File: config.mk
export PLATFORM = sky130hd
export DESIGN_NAME = down_counter_3_bit
export DESIGN_NICKNAME = d
export VERILOG_FILES = /design/src/rtl/down_counter_3_bit.sv
export SDC_FILE = /design/constraint.sdc
export NUM_CORES = 1
export LEC_CHECK = 0
export BUFFER_PORTS_ARGS = -buffer_cell sky130_fd_sc_hd__buf_2
export CORE_AREA = 4 4 41 43
export CTS_CLUSTER_DIAMETER = 120
export DETAILED_ROUTE_END_ITERATION = 16
export DIE_AREA = 0 0 45 47
export PLACE_DENSITY = 0.66
export SKIP_LAST_GASP = 1
export SYNTH_ARGS = -nofsm -noshare
export SYNTH_HDL_FRONTEND = slang
export SYNTH_SLANG_ARGS = --single-unit
File: constraint.sdc
create_clock -name clk -period 3.2 [get_ports clk]
set_input_delay 0.32 -clock clk [delete_from_list [all_inputs] [get_ports clk]]
set_output_delay 0.32 -clock clk [all_outputs]
set_load 0.01 [all_outputs]
File: src/rtl/down_counter_3_bit.sv
// Loadable W-bit down counter with wrap or one-shot (stop at zero) modes.
// A small IDLE/COUNT/HOLD controller sequences start, count and stop; tc, done and busy report status.
module down_counter_3_bit #(
   parameter int W         = 3,
   parameter int RESET_VAL = 7
) (
   input  logic         clk,
   input  logic         rst,
   input  logic         load,
   input  logic [W-1:0] d,
   input  logic         start,
   input  logic         en,
   input  logic         one_shot,
   output logic [W-1:0] Y,
   output logic         tc,
   output logic         done,
   output logic         busy
);

   typedef enum logic [1:0] {
      IDLE  = 2'd0,
      COUNT = 2'd1,
      HOLD  = 2'd2
   } state_t;

   localparam logic [W-1:0] ALL_ONES = '1;
   localparam logic [W-1:0] ONE      = {{(W-1){1'b0}}, 1'b1};

   state_t       state;
   state_t       state_nxt;
   logic [W-1:0] y_nxt;

   // Modulo-2^W decrement.
   function automatic logic [W-1:0] dec_mod(input logic [W-1:0] v);
      return v - ONE;
   endfunction

   assign tc = (Y == '0);

   always_comb begin
      state_nxt = state;
      y_nxt     = Y;
      case (state)
         IDLE: begin
            if (load)
               y_nxt = d;
            else if (start)
               state_nxt = COUNT;
         end
         COUNT: begin
            if (load)
               y_nxt = d;
            else if (en) begin
               if (Y != '0)
                  y_nxt = dec_mod(Y);
               else if (!one_shot)
                  y_nxt = ALL_ONES;
               else
                  state_nxt = HOLD;
            end
         end
         HOLD: begin
            if (load) begin
               y_nxt     = d;
               state_nxt = IDLE;
            end else if (start) begin
               y_nxt     = ALL_ONES;
               state_nxt = COUNT;
            end
         end
         default: begin
            state_nxt = IDLE;
         end
      endcase
   end

   // busy and done are registered from the next-state decision so they line up with state.
   always_ff @(posedge clk) begin
      if (rst) begin
         state <= IDLE;
         Y     <= RESET_VAL[W-1:0];
         done  <= 1'b0;
         busy  <= 1'b0;
      end else begin
         state <= state_nxt;
         Y     <= y_nxt;
         done  <= (state == COUNT) && (state_nxt == HOLD);
         busy  <= (state_nxt == COUNT);
      end
   end

endmodule
==> summary.log, run 1 <==
[min_path] Hold Path Class in -> reg
[logic_synthesis] number of synthesized register bits 7
[sta] final worst path period share 56.5%
[worst_setup_path] type of element capturing the critical path flop
[placed_design] count of input and output buffers 14
[floorplan] Core Footprint 1300 um^2
[worst_setup_path] required time of the worst setup path 3.39 ns
[worst_setup_path] Crit-path slowest cell sky130_fd_sc_hd__dfxtp_1
[min_path] Hold EP state[1]
[clocking] buffers inserted during post-CTS setup optimization 0
[sta] Slew @ Worst Pin 0.381 ns
[clocking] CTS sink cnt 7
[worst_setup_path] cell count of the worst reg-to-reg path 6
[logic_synthesis] Gate Count Post-Synth 67
[worst_setup_path] critical register-to-register path endpoint Y[1]
[logic_synthesis] fraction of registers with async set/reset 0%
[clocking] Num CTS Buffers 3
[grt] overall global routing resource usage 14.2%
[worst_setup_path] type of the worst setup path reg -> reg
[route] antenna viol nets, final 0
[sta] worst clock skew 0.00242 ns
[clocking] clock tree from TritonCTS yes
[sta] endpoints failing setup 0
[floorplan] die boundary width 45 um
[clocking] buffer depth of the longest clock path 2
[clocking] Worst-path clk slew 0.05 ns
[placed_design] cell count after placement 95
[route] number of remaining DRC errors 0
[logic_synthesis] most instantiated flip-flop cell in the synthesis netlist sky130_fd_sc_hd__dfxtp_1
[logic_synthesis] sequential fraction of the synthesis area 24.9%
[floorplan] count of pins on the block boundary 15
[cells_and_area] non-filler cells in the finished layout 99
[clocking] depth of the CTS H-tree 1
[clocking] Clock Tree Root sky130_fd_sc_hd__clkbuf_4
[job] max-cap viol count 0
[logic_synthesis] top-area cell type share of the netlist area 24.9%
[cells_and_area] antenna fix cells 0
[floorplan] overall die height 47 um
[logic_synthesis] number of nets in the synthesized netlist 83
[worst_setup_path] sort of element at the start of the critical path flop
[logic_synthesis] distinct cell type count of the synthesized netlist 33
[clocking] number of hold-repair buffers added at the cts stage 0
[placed_design] final HPWL from detailed placement 990 um
[worst_setup_path] FF-to-FF setup slack 1.39 ns
[route] final wirelength 1220 um
[logic_synthesis] post-synth top area cell sky130_fd_sc_hd__dfxtp_1
[cells_and_area] area occupied by multi-input gates 390 um^2
[grt] number of global-route vias before repair 477
[route] Detailed Route Iter0 Violations 10
[sta] setup repair after global routing missed its margin false
[worst_setup_path] sequence of cells on the critical path inv_1 -> ha_1 -> nor2b_1 -> nor2_1 -> a2111oi_0 -> a211o_1
[floorplan] initial core utilization 43.2%
[sta] max-slew violations 0
[worst_setup_path] delay of the slowest cell on the worst path 0.44 ns
[clocking] clock latency of the later-clocked register in the worst-skew pair 0.25 ns
[power_and_ir_drop] pwr dens 361 nW/um^2
[route] number of detailed-route iterations in the first pass 4
[worst_setup_path] critical-path maximum fanout 6
[grt] initial antenna violation count 0
[logic_synthesis] number of enable flip-flop cells after synthesis 0
[status] result of the run finished clean
[min_path] source of the worst hold timing path rst
[clocking] number of resized instances in the post-cts repair step 0
[sta] final worst path period need 1.81 ns
[logic_synthesis] total standard cell area after synthesis 562 um^2
[route] routed wirelength normalized by instance count 12.4 um
[cells_and_area] number of nets in the layout 101
[logic_synthesis] count of warnings emitted by yosys 0
[floorplan] total die area 2120 um^2
[cells_and_area] number of inserted filler cells in the final layout 126
[cells_and_area] layout overhead on the synthesized area 19.6%
[logic_synthesis] Avg Inst Size Synth 8.38 um^2
[power_and_ir_drop] Max VDD drop 0.177 mV
[route] average via count per standard cell 5.33
[floorplan] number of core rows 13
[worst_setup_path] WP data arrival 2.00 ns
[min_path] instance count along the most critical hold path 2
[cells_and_area] proportion of layout cells with a drive suffix above 1 25.0%
[power_and_ir_drop] cell leakage power 0.000330 uW
[route] detailed-route via count 528
[sta] max_slew headroom 74.0%
[cells_and_area] area occupied by registers 140 um^2
[sta] number of endpoints with negative hold slack in the final report 0
[placed_design] global placement routability congestion 0.775
[grt] global-route wire length before repair 2170 um
[grt] overall overflow remaining after global route 0
[worst_setup_path] Worst R2R Start state[0]
[logic_synthesis] top cells by area in the synthesized netlist sky130_fd_sc_hd__dfxtp_1 (25%), sky130_fd_sc_hd__ha_1 (16%), sky130_fd_sc_hd__nor2b_1 (4.5%)
[grt] maximum number of pins on one net before global-route repair 10
[cells_and_area] commonest cells after routing, fill and taps aside sky130_fd_sc_hd__buf_2 (14), sky130_fd_sc_hd__dfxtp_1 (7), sky130_fd_sc_hd__ha_1 (7), sky130_fd_sc_hd__inv_1 (6), sky130_fd_sc_hd__nor2_1 (5)
[sta] upper clock frequency limit 553 MHz
[sta] setup tns final 0 ns
[cells_and_area] most common cell after layout, fill and taps aside sky130_fd_sc_hd__buf_2
-- critical path: cells and delay by family (launching register included) --
family	cells	cell delay, ns
buf+inv	1	0.11
compound gates	2	0.55
simple gates	2	0.31
fa+ha+maj	1	0.34
flops	1	0.44
-- state kept, by name (all words and copies together) (netlist names) --
name   count
Y          3
state      2
busy       1
done       1
-- synth_stat cells, types with 2 or more instances --
cell type / number
sky130_fd_sc_hd__nor2b_1: 4
sky130_fd_sc_hd__a31oi_1: 2
sky130_fd_sc_hd__inv_1: 6
sky130_fd_sc_hd__nand2_1: 4
sky130_fd_sc_hd__nor2_1: 5
sky130_fd_sc_hd__dfxtp_1: 7
sky130_fd_sc_hd__a21oi_1: 4
sky130_fd_sc_hd__nand2b_1: 3
sky130_fd_sc_hd__nand3_1: 2
sky130_fd_sc_hd__ha_1: 7
-- per-layer routing --
| metal | share of wire (%) | vias to the layer above | track usage, % |
|---|---|---|---|
| li1 | - | 276 | - |
| met4 | 0 | 0 | 5.26 |
| met1 | 50 | 240 | 20.4 |
| met2 | 43 | 12 | 19.2 |
| met3 | 6.9 | 0 | 4.98 |
| met5 | 0 | - | 0 |
-- kinds of logic (layout without fill, tap and decap cells) --
kind of cell               count (synthesis)  after routing  share of synthesized area [%]
buffers and inverters                      8             25                           5.57
adders and majority gates                  7              7                           15.6
and+or+nand+nor                           24             24                           25.8
DFF                                        7              7                           24.9
AOI/OAI and AO/OA                         20             20                           26.3
muxes                                      1              1                           1.78
-- final cells by class --
cell class,count,share of cell area [%]
Multi-Input combinational cell,52,58.1
Sequential cell,7,20.9
Timing Repair Buffer,14,10.4
Clock buffer,4,3.91
Inverter,7,3.91
Tap cell,15,2.79
-- power by group --
group          switching, uW  internal, uW
clock network           32.1          47.6
registers               6.47          93.9
logic                   33.8          28.8
total                   72.3           170
-- stage by stage --
stage	setup slack [ns]	power [uW]	utilization [%]	hold slack (ns)	area, um^2
floorplan	1.56	143	-	0.385	562
global placement	1.47	164	49.6	0.486	646
detailed placement	1.38	164	49.6	0.476	646
CTS	1.36	247	51.6	0.304	672
global route	1.26	264	51.6	0.311	672
finish	1.39	243	51.6	0.310	672
-- worst max-delay path by stage --
stage                  start    to  slack, ns
CTS                 state[0]  Y[1]       1.36
floorplan               Y[0]  Y[0]       1.56
global placement    state[0]  Y[1]       1.47
detailed placement  state[0]  Y[1]       1.38
global route        state[0]  Y[1]       1.26
finish              state[0]  Y[1]       1.39
(Power assumes the default switching activity.)
==> run 2, diff against run 1 <==
- ABC_AREA: not set -> 1
- PLACE_DENSITY: 0.66 -> 0.68
- clock period: 3.2 -> 1.61 ns (I/O delays scaled with it)
==> summary.log, run 2 <==
[logic_synthesis] most common library cells after synthesis sky130_fd_sc_hd__nand2_1 (23), sky130_fd_sc_hd__inv_1 (13), sky130_fd_sc_hd__nor2_1 (10)
[logic_synthesis] count of warnings emitted by yosys 0
[clocking] CTS sink cnt 7
[grt] gr busiest metal met2
[cells_and_area] area occupied by registers 140 um^2
[power_and_ir_drop] Internal Dissipation 333 uW
[placed_design] worst slack, placed 0.105 ns
[cells_and_area] number of inserted filler cells in the final layout 143
[worst_setup_path] Worst R2R Start state[0]
[route] routed wirelength normalized by instance count 9.98 um
[worst_setup_path] sort of element at the start of the critical path flop
[grt] global-route wire length before repair 2060 um
[power_and_ir_drop] cell leakage power 0.000370 uW
[sta] setup repair after global routing missed its margin false
[floorplan] total die area 2120 um^2
[clocking] number of hold-repair buffers added at the cts stage 0
[worst_setup_path] FF-to-FF setup slack 0.11 ns
[worst_setup_path] critical path buffer and inverter count 1
[clocking] Num CTS Buffers 3
[grt] number of global-route vias before repair 523
[worst_setup_path] worst setup path endpoint Y[2]
[logic_synthesis] fraction of registers with async set/reset 0%
[power_and_ir_drop] pwr dens 712 nW/um^2
[worst_setup_path] cell class contributing the biggest share of worst-path delay flip-flops
[clocking] clock tree from TritonCTS yes
[clocking] buffer depth of the longest clock path 2
[power_and_ir_drop] switch share 30.3%
[worst_setup_path] path length in cells of the critical path 6
[logic_synthesis] total standard cell area after synthesis 556 um^2
[logic_synthesis] top-area cell type share of the netlist area 25.2%
[power_and_ir_drop] combinational share of power 26.2%
[status] result of the run finished clean
[worst_setup_path] sequence of cells on the critical path inv_1 -> ha_1 -> a21oi_1 -> nand4_1 -> a21oi_1 -> nand2_1
[sta] number of endpoints with negative hold slack in the final report 0
[logic_synthesis] distinct cell type count of the synthesized netlist 20
[logic_synthesis] post-synth top area cell sky130_fd_sc_hd__dfxtp_1
[worst_setup_path] type of element capturing the critical path flop
[logic_synthesis] top cells by area in the synthesized netlist sky130_fd_sc_hd__dfxtp_1 (25%), sky130_fd_sc_hd__ha_1 (16%), sky130_fd_sc_hd__nand2_1 (16%)
[route] number of remaining DRC errors 0
[floorplan] Core Footprint 1300 um^2
[logic_synthesis] number of synthesized register bits 7
[cells_and_area] antenna fix cells 0
[power_and_ir_drop] share of total power in the clock network 31.6%
[cells_and_area] registers with the most flip-flops Y x3, state x2
[sta] max_slew headroom 84.5%
[power_and_ir_drop] sequential power share 42.2%
[sta] Slew @ Worst Pin 0.232 ns
[min_path] Hold Path Class in -> reg
[route] final wirelength 1190 um
[sta] worst clock skew 0.00287 ns
[floorplan] number of core rows 13
[logic_synthesis] number of nets in the synthesized netlist 103
[cells_and_area] utilization of the core after routing 51.5%
[logic_synthesis] most instantiated flip-flop cell in the synthesis netlist sky130_fd_sc_hd__dfxtp_1
[worst_setup_path] CP Launch Point state[0]
[grt] maximum number of pins on one net before global-route repair 10
[route] average via count per standard cell 4.72
[cells_and_area] commonest cells after routing, fill and taps aside sky130_fd_sc_hd__nand2_1 (23), sky130_fd_sc_hd__buf_2 (14), sky130_fd_sc_hd__inv_1 (13), sky130_fd_sc_hd__nor2_1 (9)
[cells_and_area] most common cell after layout, fill and taps aside sky130_fd_sc_hd__nand2_1
[placed_design] final HPWL from detailed placement 1000 um
[floorplan] die boundary width 45 um
[placed_design] cell count after placement 115
[grt] initial antenna violation count 0
[grt] met3 routing resource usage after global routing 1.53%
[grt] overall overflow remaining after global route 0
[route] antenna viol nets, final 0
[job] max-cap viol count 0
[worst_setup_path] delay of the slowest cell on the worst path 0.44 ns
[sta] final worst path period need 1.50 ns
[sta] upper clock frequency limit 668 MHz
[clocking] depth of the CTS H-tree 1
[sta] setup tns final 0 ns
[logic_synthesis] Avg Inst Size Synth 6.39 um^2
[cells_and_area] layout overhead on the synthesized area 20.7%
[worst_setup_path] type of the worst setup path reg -> reg
[floorplan] initial core utilization 42.7%
[cells_and_area] area occupied by multi-input gates 359 um^2
[cells_and_area] number of nets in the layout 121
[logic_synthesis] sequential fraction of the synthesis area 25.2%
[grt] global-route track usage on met1 17.1%
[logic_synthesis] number of enable flip-flop cells after synthesis 0
[worst_setup_path] Crit-path slowest cell sky130_fd_sc_hd__dfxtp_1
[sta] Setup WS post-layout 0.112 ns
[clocking] clock latency of the later-clocked register in the worst-skew pair 0.24 ns
[sta] final worst path period share 93.0%
[worst_setup_path] cell count of the worst reg-to-reg path 6
[cells_and_area] proportion of layout cells with a drive suffix above 1 22.1%
[sta] max-slew violations 0
[floorplan] count of pins on the block boundary 15
[route] number of detailed-route iterations in the first pass 2
[floorplan] overall die height 47 um
[sta] endpoints failing setup 0
[clocking] Worst-path clk slew 0.05 ns
[grt] GR Util met2 21.2%
[route] Detailed Route Iter0 Violations 3
[cells_and_area] non-filler cells in the finished layout 119
[worst_setup_path] cell repeated most along the worst path sky130_fd_sc_hd__a21oi_1
[placed_design] global placement routability congestion 0.746
[clocking] Clock Tree Root sky130_fd_sc_hd__clkbuf_4
[logic_synthesis] most instantiated library cell after synthesis sky130_fd_sc_hd__nand2_1
[cells_and_area] largest register by flop count Y
[placed_design] count of input and output buffers 14
[worst_setup_path] required time of the worst setup path 1.74 ns
[route] detailed-route via count 562
[power_and_ir_drop] Max VDD drop 0.411 mV
[worst_setup_path] WP data arrival 1.63 ns
[worst_setup_path] critical register-to-register path endpoint Y[2]
[logic_synthesis] Gate Count Post-Synth 87
[power_and_ir_drop] net switching power of the design 144 uW
[cells_and_area] max FFs per register 3
[worst_setup_path] critical-path maximum fanout 6
[grt] overall global routing resource usage 13.6%
==> run 2: changes by cell type after synthesis, moves of 2 or more <==
cell                       previous run  this run
sky130_fd_sc_hd__a21oi_1              4         7
sky130_fd_sc_hd__nor2_1               5        10
sky130_fd_sc_hd__inv_1                6        13
sky130_fd_sc_hd__nor2b_1              4         0
sky130_fd_sc_hd__nand3_1              2         6
sky130_fd_sc_hd__nand2_1              4        23
sky130_fd_sc_hd__a31oi_1              2         0
sky130_fd_sc_hd__nand2b_1             3         0
==> run 2: layout make-up <==
cell class | count | share of cell area, %
Sequential cell | 7 | 20.9
Tap cell | 15 | 2.80
Multi-Input combinational cell | 64 | 53.5
Clock buffer | 4 | 3.92
Timing Repair Buffer | 14 | 10.4
Inverter | 15 | 8.40
==> run 2: through the flow <==
stage          power (uW)  instance area [um^2]  hold slack (ns)
2_1_floorplan         287                   556            0.237
3_3_place_gp          328                   639            0.371
3_5_place_dp          330                   639            0.366
4_1_cts               489                   666            0.105
5_1_grt               517                   671            0.133
6_report              477                   671            0.116
==> run 2: power groups by stage <==
stage	combinational (uW)	clock [uW]	sequential, uW
3_5_place_dp	126	0	204
5_1_grt	146	168	202
2_1_floorplan	81.1	0	206
4_1_cts	127	162	201
3_3_place_gp	124	0	204
6_report	125	151	201
==> run 2: cells by family (layout without fill, tap and decap cells) <==
kind of cell / Yosys count / count (layout) / synth area share, %
AND/OR/NAND/NOR: 46 / 46 / 36.3
AO/OA/AOI/OAI: 10 / 10 / 10.1
flip-flops: 7 / 7 / 25.2
adder cells (fa/ha/maj): 7 / 7 / 15.8
buffers and inverters: 16 / 33 / 11.0
XOR/XNOR: 1 / 1 / 1.58
==> run 2: timing repair <==
action                                  in CTS  in global routing
endpoints found under the setup margin       0                  1
gates resized for setup                      0                  2
buffers inserted                             0                  0
==> run 2: metal layers <==
layer	part of all wire, %	vias up
li1	-	307
met1	47	243
met3	5.3	2
met5	0	-
met2	46	10
met4	0.84	0
==> run 2: how the worst min path moves through the flow <==
stage	start	end	slack, ns	depth (start not counted)
2_1_floorplan	rst	state[1]	0.24	1
3_3_place_gp	rst	state[1]	0.37	2
3_5_place_dp	rst	state[1]	0.37	2
4_1_cts	rst	state[1]	0.11	2
5_1_grt	rst	state[1]	0.13	2
6_report	rst	state[1]	0.12	2
==> run 3, diff against run 2 <==
- BUFFER_PORTS_ARGS: -buffer_cell sky130_fd_sc_hd__buf_2 -> -buffer_cell sky130_fd_sc_hd__clkbuf_2
==> summary.log, run 3 (synthesized netlist as in run 2, its figures left out) <==
[cells_and_area] number of nets in the layout 121
[cells_and_area] layout overhead on the synthesized area 20.7%
[cells_and_area] max FFs per register 3
[sta] setup repair after global routing missed its margin false
[cells_and_area] registers with the most flip-flops Y x3, state x2
[grt] global-route wire length before repair 2060 um
[power_and_ir_drop] combinational share of power 26.0%
[clocking] Num CTS Buffers 3
[clocking] buffer depth of the longest clock path 2
[power_and_ir_drop] net switching power of the design 150 uW
[power_and_ir_drop] pwr dens 721 nW/um^2
[floorplan] initial core utilization 42.7%
[route] routed wirelength normalized by instance count 10.2 um
[sta] max-slew violations 0
[worst_setup_path] Crit-path slowest cell sky130_fd_sc_hd__dfxtp_1
[sta] Slew @ Worst Pin 0.213 ns
[sta] final worst path period share 88.6%
[sta] endpoints failing setup 0
[worst_setup_path] required time of the worst setup path 1.75 ns
[route] number of detailed-route iterations in the first pass 2
[cells_and_area] commonest cells after routing, fill and taps aside sky130_fd_sc_hd__nand2_1 (23), sky130_fd_sc_hd__clkbuf_2 (14), sky130_fd_sc_hd__inv_1 (13), sky130_fd_sc_hd__nor2_1 (9)
[clocking] CTS sink cnt 7
[clocking] Clock Tree Root sky130_fd_sc_hd__clkbuf_4
[worst_setup_path] critical-path maximum fanout 6
[placed_design] worst slack, placed 0.134 ns
[sta] number of endpoints with negative hold slack in the final report 0
[floorplan] overall die height 47 um
[power_and_ir_drop] share of total power in the clock network 32.5%
[clocking] buffers inserted during post-CTS setup optimization 0
[clocking] depth of the CTS H-tree 1
[worst_setup_path] type of the worst setup path reg -> reg
[route] number of remaining DRC errors 0
[floorplan] Core Footprint 1300 um^2
[cells_and_area] most common cell after layout, fill and taps aside sky130_fd_sc_hd__nand2_1
[sta] final worst path period need 1.43 ns
[sta] upper clock frequency limit 701 MHz
[power_and_ir_drop] Internal Dissipation 333 uW
[sta] setup tns final 0 ns
[worst_setup_path] sort of element at the start of the critical path flop
[cells_and_area] largest register by flop count Y
[power_and_ir_drop] post-route total power 483 uW
[power_and_ir_drop] cell leakage power 0.000371 uW
[grt] initial antenna violation count 0
[clocking] number of hold-repair buffers added at the cts stage 0
[route] detailed-route via count 578
[worst_setup_path] critical path buffer and inverter count 1
[worst_setup_path] type of element capturing the critical path flop
[placed_design] placement-stage cell area 639 um^2
[placed_design] final HPWL from detailed placement 1010 um
[route] final wirelength 1220 um
[route] average via count per standard cell 4.86
[worst_setup_path] cell repeated most along the worst path sky130_fd_sc_hd__a21oi_1
[placed_design] count of input and output buffers 14
[cells_and_area] proportion of layout cells with a drive suffix above 1 22.1%
[worst_setup_path] delay of the slowest cell on the worst path 0.42 ns
[power_and_ir_drop] switch share 31.1%
[clocking] number of resized instances in the post-cts repair step 0
[min_path] Hold Path Class in -> reg
[floorplan] die boundary width 45 um
[sta] worst clock skew 0.00216 ns
[cells_and_area] Finished Cell Area 671 um^2
[clocking] clock latency of the later-clocked register in the worst-skew pair 0.25 ns
[floorplan] total die area 2120 um^2
[route] antenna viol nets, final 0
[grt] overall overflow remaining after global route 0
[worst_setup_path] sequence of cells on the critical path inv_1 -> ha_1 -> a21oi_1 -> nand4_1 -> a21oi_1 -> nand2_1
[grt] overall global routing resource usage 13.5%
[job] max-cap viol count 0
[power_and_ir_drop] sequential power share 41.5%
[worst_setup_path] WP data arrival 1.57 ns
[grt] number of global-route vias before repair 526
[placed_design] global placement routability congestion 0.743
[sta] max_slew headroom 85.7%
[sta] Setup WS post-layout 0.183 ns
[route] Detailed Route Iter0 Violations 4
[worst_setup_path] cell class contributing the biggest share of worst-path delay flip-flops
[floorplan] count of pins on the block boundary 15
[clocking] Worst-path clk slew 0.05 ns
[status] result of the run finished clean
[cells_and_area] antenna fix cells 0
[grt] maximum number of pins on one net before global-route repair 10
[power_and_ir_drop] Max VDD drop 0.419 mV
[clocking] clock tree from TritonCTS yes
[floorplan] number of core rows 13
-- run 3: cell count changes in the layout (fill, tap and decap cells not counted), sizes merged --
| cell | change |
|---|---|
| clkbuf | +14 |
| buf | -14 |
-- run 3: path summary, 6_finish.rpt --
kind	startpoint	endpoint	slack, ns	cells after the start
hold / removal	rst	state[1]	0.13	2
setup / recovery	state[0]	Y[2]	0.18	6
hold reg to reg	Y[1]	Y[1]	0.52	2
setup reg to reg	state[0]	Y[2]	0.18	6
-- run 3: cell type report --
cell class	count	area, um^2
Clock buffer	4	26.3
Fill cell	159	631
Inverter	15	56.3
Multi-Input combinational cell	64	359
Sequential cell	7	140
Tap cell	15	18.8
Timing Repair Buffer	14	70.1
-- run 3: per-layer routing --
metal / track usage [%] / part of all wire [%] / vias to the layer above
met5: 0 / 0 / -
met4: 8.77 / 2.2 / 0
met3: 2.68 / 5.4 / 3
met2: 23.2 / 47 / 13
met1: 15.3 / 45 / 254
li1: - / - / 308
-- run 3: power by group through the flow --
stage                     sequential [uW]  clock, uW  combinational [uW]
after floorplan                       206          0                81.1
after global placement                203          0                 123
after global routing                  203        180                 147
after detailed placement              204          0                 125
after CTS                             200        164                 126
final                                 201        157                 126
-- run 3: stage by stage --
stage               hold WS [ns]  util, %  instances
global route               0.129     51.5        119
detailed placement         0.376     49.1        115
CTS                        0.116     51.2        119
floorplan                  0.237        -         87
global placement           0.373     49.1        115
finish                     0.128     51.5        119
